## config.mk

```make
export PLATFORM = sky130hd
export DESIGN_NAME = phase_accum_stage_flat
export DESIGN_NICKNAME = d
export VERILOG_FILES = /design/src/rtl/phase_accum_stage_if.sv /design/src/rtl/phase_accum_stage.sv /design/src/flat_wrapper.sv
export SDC_FILE = /design/constraint.sdc
export NUM_CORES = 1
export LEC_CHECK = 0
export CAP_MARGIN = 20
export CORE_MARGIN = 5
export CORE_UTILIZATION = 23
export DETAILED_ROUTE_END_ITERATION = 8
export SETUP_SLACK_MARGIN = 0.4
export SLEW_MARGIN = 20
export SYNTH_ARGS = -nofsm -noshare
export SYNTH_HDL_FRONTEND = slang
export SYNTH_SLANG_ARGS = --single-unit
```

## constraint.sdc

```tcl
create_clock -name clk -period 3.4 [get_ports clk]
set_input_delay 0.34 -clock clk [delete_from_list [all_inputs] [get_ports clk]]
set_output_delay 0.34 -clock clk [all_outputs]
set_load 0.05 [all_outputs]
```

## src/rtl/phase_accum_stage_if.sv

```systemverilog
// Control/status bundle between the phase-select controller and the
// stage-1 phase accumulator. The controller (master) drives enable, clear
// and FCW update requests. The accumulator (slave) returns the registered
// phase bits, the wrap pulse, the aligned enable and the update-busy flag.
interface phase_accum_stage_if #(
  parameter int ACC_WIDTH = 12
);
  logic                 en;
  logic                 acc_clr;
  logic [ACC_WIDTH-1:0] fcw_in;
  logic                 fcw_load;
  logic                 fcw_busy;
  logic [3:0]           x_s1;
  logic                 carry_s1;
  logic                 en_s1;

  modport master (
    output en,
    output acc_clr,
    output fcw_in,
    output fcw_load,
    input  fcw_busy,
    input  x_s1,
    input  carry_s1,
    input  en_s1
  );

  modport slave (
    input  en,
    input  acc_clr,
    input  fcw_in,
    input  fcw_load,
    output fcw_busy,
    output x_s1,
    output carry_s1,
    output en_s1
  );
endinterface

```

## src/rtl/phase_accum_stage.sv

```systemverilog
// Stage-1 phase accumulator for the clock phase-select path.
// Adds the active frequency control word (FCW) into an ACC_WIDTH-bit
// accumulator on every enabled cycle. The top 4 accumulator bits go to the
// even/odd mux decoder. A new FCW is held in a shadow register and only
// becomes active on a wrap, on a clear, or while accumulation is paused, so
// the selected phase never jumps part-way through a period.
// ACC_WIDTH must lie in 5..32.
module phase_accum_stage #(
  parameter int                   ACC_WIDTH = 12,
  parameter logic [ACC_WIDTH-1:0] FCW_RESET = ACC_WIDTH'(12'h100)
) (
  input  logic               clk,
  input  logic               rst_n,
  phase_accum_stage_if.slave bus
);

  typedef enum logic {
    IDLE,
    PENDING
  } state_t;

  state_t               state;
  logic [ACC_WIDTH-1:0] acc;
  logic [ACC_WIDTH-1:0] fcw_act;
  logic [ACC_WIDTH-1:0] fcw_shadow;
  logic                 busy_r;
  logic                 carry_r;
  logic                 en_d;

  logic [ACC_WIDTH:0]   sum_ext;
  logic                 wrap;
  logic                 commit;

  // Extended-width add gives the wrap carry. A pending word commits when the
  // accumulator wraps, is cleared, or is paused; the last two are safe
  // because no phase step happens on those edges.
  always_comb begin
    sum_ext = {1'b0, acc} + {1'b0, fcw_act};
    wrap    = sum_ext[ACC_WIDTH];
    commit  = bus.acc_clr | ~bus.en | wrap;
  end

  // Accumulator, wrap pulse and the one-cycle-delayed enable.
  always_ff @(posedge clk or negedge rst_n) begin
    if (!rst_n) begin
      acc     <= '0;
      carry_r <= 1'b0;
      en_d    <= 1'b0;
    end else begin
      en_d <= bus.en;
      if (bus.acc_clr) begin
        acc     <= '0;
        carry_r <= 1'b0;
      end else if (bus.en) begin
        acc     <= sum_ext[ACC_WIDTH-1:0];
        carry_r <= wrap;
      end else begin
        carry_r <= 1'b0;
      end
    end
  end

  // FCW update FSM: capture into the shadow when idle, then commit to the
  // active word at the next safe edge. Loads while pending are ignored.
  always_ff @(posedge clk or negedge rst_n) begin
    if (!rst_n) begin
      state      <= IDLE;
      busy_r     <= 1'b0;
      fcw_shadow <= '0;
      fcw_act    <= FCW_RESET;
    end else begin
      case (state)
        IDLE: begin
          if (bus.fcw_load) begin
            fcw_shadow <= bus.fcw_in;
            state      <= PENDING;
            busy_r     <= 1'b1;
          end
        end
        PENDING: begin
          if (commit) begin
            fcw_act <= fcw_shadow;
            state   <= IDLE;
            busy_r  <= 1'b0;
          end
        end
      endcase
    end
  end

  assign bus.x_s1     = acc[ACC_WIDTH-1 -: 4];
  assign bus.carry_s1 = carry_r;
  assign bus.en_s1    = en_d;
  assign bus.fcw_busy = busy_r;

endmodule

```

## src/flat_wrapper.sv

```systemverilog
// flat-port wrapper written by rule: the top's interface ports become plain ports
module phase_accum_stage_flat 
#(
  parameter int                   ACC_WIDTH = 12,
  parameter logic [ACC_WIDTH-1:0] FCW_RESET = ACC_WIDTH'(12'h100)
)
  (clk, rst_n, bus_en, bus_acc_clr, bus_fcw_in, bus_fcw_load, bus_fcw_busy, bus_x_s1, bus_carry_s1, bus_en_s1);
  phase_accum_stage_if #(.ACC_WIDTH(ACC_WIDTH)) bus_i ();
  input  logic clk;
  input  logic rst_n;
  input wire logic [$bits(bus_i.en)-1:0] bus_en;
  input wire logic [$bits(bus_i.acc_clr)-1:0] bus_acc_clr;
  input wire logic [$bits(bus_i.fcw_in)-1:0] bus_fcw_in;
  input wire logic [$bits(bus_i.fcw_load)-1:0] bus_fcw_load;
  output wire logic [$bits(bus_i.fcw_busy)-1:0] bus_fcw_busy;
  output wire logic [$bits(bus_i.x_s1)-1:0] bus_x_s1;
  output wire logic [$bits(bus_i.carry_s1)-1:0] bus_carry_s1;
  output wire logic [$bits(bus_i.en_s1)-1:0] bus_en_s1;
  assign bus_i.en = bus_en;
  assign bus_i.acc_clr = bus_acc_clr;
  assign bus_i.fcw_in = bus_fcw_in;
  assign bus_i.fcw_load = bus_fcw_load;
  assign bus_fcw_busy = bus_i.fcw_busy;
  assign bus_x_s1 = bus_i.x_s1;
  assign bus_carry_s1 = bus_i.carry_s1;
  assign bus_en_s1 = bus_i.en_s1;
  phase_accum_stage #(.ACC_WIDTH(ACC_WIDTH), .FCW_RESET(FCW_RESET)) u_core (.clk(clk), .rst_n(rst_n), .bus(bus_i));
endmodule
```

==> metrics.txt, run 1 <==
Core Area 0.0102 sq mm; PnR Total Power 2.56 mW; total power per unit cell area 904 mW/mm^2; worst hold path class in -> async; max cap viols 0; Chip Width 112 um; Vias 1781; drt drc 0; initial core utilization 0.235; Tot GR Track Use 0.0875; non-filler cells, final 377; wire per inst 13.8 um; Final Util 0.277; Highest Clock Rate 398 MHz; Remaining Overflow, GRT 0; HPWL after DPL 3860 um; setup_tns 0 ns; Port Buffers 23; crit start category register; Bufs on Longest Clock Path 2; r2r setup slk 0.88 ns; Syn. warnings 0; ANT cells 0; Yosys reg bits 40; worst vdd ir 0.259 mV; CTS Sinks 40; Leak 1.17 nW; Syn Std Cell Area 0.00240 sq mm; Post-Place Cells 369; DRT Pass-1 Iters 4; IO Count 24; Max Slew Vio Count 0; Routed WL 5220 um; H-Tree Depth 2; Core Rows 37; Final WS setup 0.885 ns; fin crit period 2.52 ns; Num CTS Buffers 5; RSZ-0062 raised after global routing no; setup violators final 0; vias in the first global route 1871; synth unique cells 45; CP required 3.57 ns; Setup crit end kind register; root buf cell clkbuf_8; Worst EP arrival 2.69 ns; final hold vios 0; Die Height 112 um; count of mapped cells out of synthesis 227; die area 0.0126 sq mm; Post-Syn Nets 257; worst-skew pair later-pin latency 0.30 ns; dpl ws 0.899 ns; outcome finished, final reports clean; Tcrit/Tclk final 0.740; largest net degree at the start of global routing 41; Layout Area Growth over Synthesis 17.9%; Filler Cell Count 1077; Seq/Total Area, Yosys 0.418; clock transition at the registers of the reported paths 0.08 ns; number of DRC markers in iteration 0 59; share of layout cells above drive strength 1 0.162; initial antenna violation count 0; crit path max fanout 14; PostCTS Resize Cnt 0; CTS tree done; first-pass GRT wire length 9130 um; vias per inst 4.72; final clock skew 0.00355 ns; critical path type reg -> reg; Max-slew headroom 0.386; syn_area_per_cell 10.6 sq um; Least-Margin Pin Slew 0.922 ns; # nets final 270; hold_buf cts 0; post-CTS setup buffers 0; routability cong. 0.833; Final ANT Viol Nets 0
final timing paths:
path,cells past startpoint,start,endpoint
hold / removal,1,rst_n,u_core.acc[0]$_DFFE_PN0P_
hold reg to reg,2,u_core.acc[6]$_DFFE_PN0P_,u_core.acc[6]$_DFFE_PN0P_
min in group clk,2,u_core.acc[6]$_DFFE_PN0P_,u_core.acc[6]$_DFFE_PN0P_
setup reg to reg,7,u_core.fcw_act[0]$_DFFE_PN0P_,u_core.fcw_act[0]$_DFFE_PN0P_
setup / recovery,7,u_core.fcw_act[0]$_DFFE_PN0P_,u_core.fcw_act[0]$_DFFE_PN0P_
max in group asynchronous,1,rst_n,u_core.bus.carry_s1$_DFF_PN0_
synthesized netlist by cell type (all sizes together):
library cell	n	area, sq um
dfrtp	39	976
nand2	22	82.6
o211ai	16	170
buf	14	86.3
mux2	13	146
nand2b	13	81.3
o2111ai	13	114
ha	12	150
a21o	10	75.1
nand3	10	50.1
a21oi	8	40.0
clkbuf	6	23.8
nor2	6	22.5
o21ai	5	25.0
a211oi	3	22.5
o21a	3	22.5
xnor2	3	26.3
a311oi	2	17.5
a32o	2	20.0
mux2i	2	20.0
nand4	2	12.5
nor2b	2	12.5
nor3	2	10.0
o211a	2	27.5
xor2	2	17.5
a211o	1	8.76
a22o	1	8.76
a22oi	1	7.51
a31o	1	8.76
a31oi	1	6.26
a32oi	1	8.76
and2	1	6.26
dfstp	1	26.3
fa	1	20.0
inv	1	3.75
nand3b	1	7.51
nor3b	1	7.51
o2bb2ai	1	8.76
o311a	1	10.0
or3b	1	8.76
state kept, by name, indices dropped and copies added, names as in the netlist:
register and count:
u_core.acc 12, u_core.fcw_act 12, u_core.fcw_shadow 12, u_core.bus.carry_s1 1, u_core.bus.en_s1 1, u_core.bus.fcw_busy 1, u_core.state 1
metal layers:
metal  track usage  up-vias  wire length (um)
met5             0        -                 0
met2         0.138       35              2330
met1         0.117      859              2600
li1              -      881                 -
met3        0.0189        6               193
met4        0.0337        0                89
kinds of logic after synthesis:
kind of cell,synth area share
multiplexers,0.0693
XOR/XNOR,0.0183
AO/OA/AOI/OAI,0.251
AND/OR/NAND/NOR,0.126
adder cells (fa/ha/maj),0.0709
flip-flops,0.418
buffers and inverters,0.0474
placed cells by master (no fill, tap or decap), types with 10 or more instances in the layout:
cell	netlist	routed
dfrtp_1	39	39
nand2_1	22	22
clkdlybuf4s50_1	0	22
nand2b_1	13	13
o2111ai_1	13	13
mux2_2	13	13
ha_1	12	12
o211ai_2	10	10
nand3_1	10	10
a21o_1	10	10
metrics by stage:
step / area, sq um / hold WS, ns
2_1_floorplan: 2400 / 0.0444
3_3_place_gp: 2710 / 0.472
3_5_place_dp: 2710 / 0.481
4_1_cts: 2830 / 0.198
5_1_grt: 2830 / 0.259
6_report: 2830 / 0.172
report_power, final:
group          internal, mW  switching, mW
Clock                 0.240          0.179
Sequential            0.654          0.167
Combinational         0.544          0.771
Total                  1.44           1.12
critical path, stage by stage (launching register included):
cell	delay, ns
dfrtp_1	0.42
ha_1	0.25
fa_1	0.43
a211oi_1	0.39
o211a_1	0.26
buf_4	0.19
o211a_4	0.32
o211ai_1	0.13
layout make-up:
class | instances | area, sq um | share of cell area
timing repair buffer | 26 | 248 | 0.0876
multi-input combinational | 166 | 1280 | 0.454
clock inverter | 2 | 38.8 | 0.0137
inverter | 1 | 3.75 | 0.00133
sequential | 40 | 1000 | 0.354
clock buffer | 6 | 82.6 | 0.0292
tap | 136 | 170 | 0.0602
Note: power is estimated with default switching activity, not from simulation.
==> inputs of run 2 (changes only) <==
==> constraint.sdc (replaced) <==
create_clock -name clk -period 2.6 [get_ports clk]
set_input_delay 0.26 -clock clk [delete_from_list [all_inputs] [get_ports clk]]
set_output_delay 0.26 -clock clk [all_outputs]
set_load 0.05 [all_outputs]
==> metrics.txt, run 2 (synthesized netlist as in run 1, its figures left out) <==
outcome finished, final reports clean; Critical Path Max Stage Delay 0.39 ns; initial core utilization 0.235; Core Rows 37; total power per unit cell area 1160 mW/mm^2; ANT cells 0; Worst Reg-to-Reg Cells 6; Remaining Overflow, GRT 0; final clock skew 0.00783 ns; # nets final 277; Layout Area Growth over Synthesis 19.6%; HPWL after DPL 3820 um; vias per inst 4.81; number of DRC markers in iteration 0 79; max cap viols 0; Tcrit/Tclk final 0.797; worst-skew pair later-pin latency 0.29 ns; die area 0.0126 sq mm; root buf cell clkbuf_8; Leak 1.18 nW; Port Buffers 23; critical path type reg -> reg; Highest Clock Rate 483 MHz; Post-Place Cells 373; crit path max fanout 7; share of layout cells above drive strength 1 0.194; CP Buf/Inv Count 0; routability cong. 0.845; Worst EP arrival 2.24 ns; dpl ws 0.310 ns; Routed WL 5470 um; Max-slew headroom 0.399; Tot GR Track Use 0.0898; crit start category register; setup violators final 0; r2r startpoint u_core.fcw_act[0]$_DFFE_PN0P_; initial antenna violation count 0; Vias 1842; commonest cells after routing, fill and taps aside dfrtp_1 (39), nand2_1 (22), clkdlybuf4s50_1 (22); setup_tns 0 ns; final hold vios 0; Bufs on Longest Clock Path 2; most common cell after layout, fill and taps aside dfrtp_1; Least-Margin Pin Slew 0.902 ns; wire per inst 14.3 um; first-pass GRT wire length 9270 um; DRT Pass-1 Iters 4; drt drc 0; Setup crit end kind register; biggest regs u_core.acc x12, u_core.fcw_act x12, u_core.fcw_shadow x12; Die Height 112 um; Core Area 0.0102 sq mm; CTS tree done; non-filler cells, final 383; fin crit period 2.07 ns; CTS Sinks 40; worst vdd ir 0.390 mV; critical path cell sequence ha_2, fa_2, a211oi_2, o211a_1, o211a_4, o211ai_1; PnR Total Power 3.32 mW; Final ANT Viol Nets 0; worst hold path class in -> async; RSZ-0062 raised after global routing no; Max Slew Vio Count 0; largest net degree at the start of global routing 41; clock transition at the registers of the reported paths 0.08 ns; FF-to-FF End u_core.fcw_act[11]$_DFFE_PN0P_; Final Util 0.280; CP required 2.77 ns; Final WS setup 0.528 ns; cell at the slowest stage of the critical path dfrtp_1; Chip Width 112 um; Num CTS Buffers 5; H-Tree Depth 2; Crit path max-delay family compound AO/OA/AOI/OAI gates; vias in the first global route 1832; r2r setup slk 0.53 ns; IO Count 24
## run 2: area by class of cell
cell class / instances / area, sq um
clock buffers: 5 / 68.8
clock inverters: 2 / 12.5
fillers: 1063 / 7360
inverters: 1 / 3.75
multi-input cells: 167 / 1310
flip-flops and latches: 40 / 1000
well taps: 136 / 170
repair buffers: 32 / 300
## run 2: layer usage
layer | wire length [um] | vias to the layer above | GRT usage
met5 | 0 | - | 0
met2 | 2610 | 33 | 0.142
met3 | 166 | 7 | 0.0183
met1 | 2610 | 903 | 0.122
met4 | 84 | 0 | 0.0313
li1 | - | 899 | -
## run 2: power breakdown
part | switching, mW | total, mW | internal, mW | leakage (nW)
Combinational | 1.08 | 1.87 | 0.788 | 0.653
Sequential | 0.199 | 1.06 | 0.856 | 0.491
Clock | 0.220 | 0.401 | 0.182 | 0.0400
Total | 1.50 | 3.32 | 1.83 | 1.18
## run 2: through the flow
stage	instance area [sq um]	hold slack, ns
after global placement	2740	0.448
after floorplan	2400	-0.0356
final	2870	0.0833
after detailed placement	2740	0.451
after CTS	2840	0.124
after global routing	2870	0.177
## run 2: what timing repair did
action,in CTS,in global routing
setup endpoints to repair,16,14
resized for setup,2,6
pin swaps,2,2
hold buffers,0,0
cloned,1,1
buffers inserted,0,1
## run 2: how the worst max path moves through the flow
stage | startpoint | slack, ns | cells past startpoint | to
finish | u_core.fcw_act[0]$_DFFE_PN0P_ | 0.53 | 6 | u_core.fcw_act[11]$_DFFE_PN0P_
global route | u_core.fcw_act[0]$_DFFE_PN0P_ | 0.40 | 7 | u_core.fcw_act[10]$_DFFE_PN0P_
CTS | u_core.fcw_act[0]$_DFFE_PN0P_ | 0.41 | 7 | u_core.fcw_act[11]$_DFFE_PN0P_
detailed placement | u_core.fcw_act[0]$_DFFE_PN0P_ | 0.31 | 6 | u_core.fcw_act[11]$_DFFE_PN0P_
global placement | u_core.fcw_act[0]$_DFFE_PN0P_ | 0.38 | 6 | u_core.fcw_act[0]$_DFFE_PN0P_
floorplan | u_core.fcw_act[0]$_DFFE_PN0P_ | 0.45 | 7 | u_core.fcw_act[10]$_DFFE_PN0P_
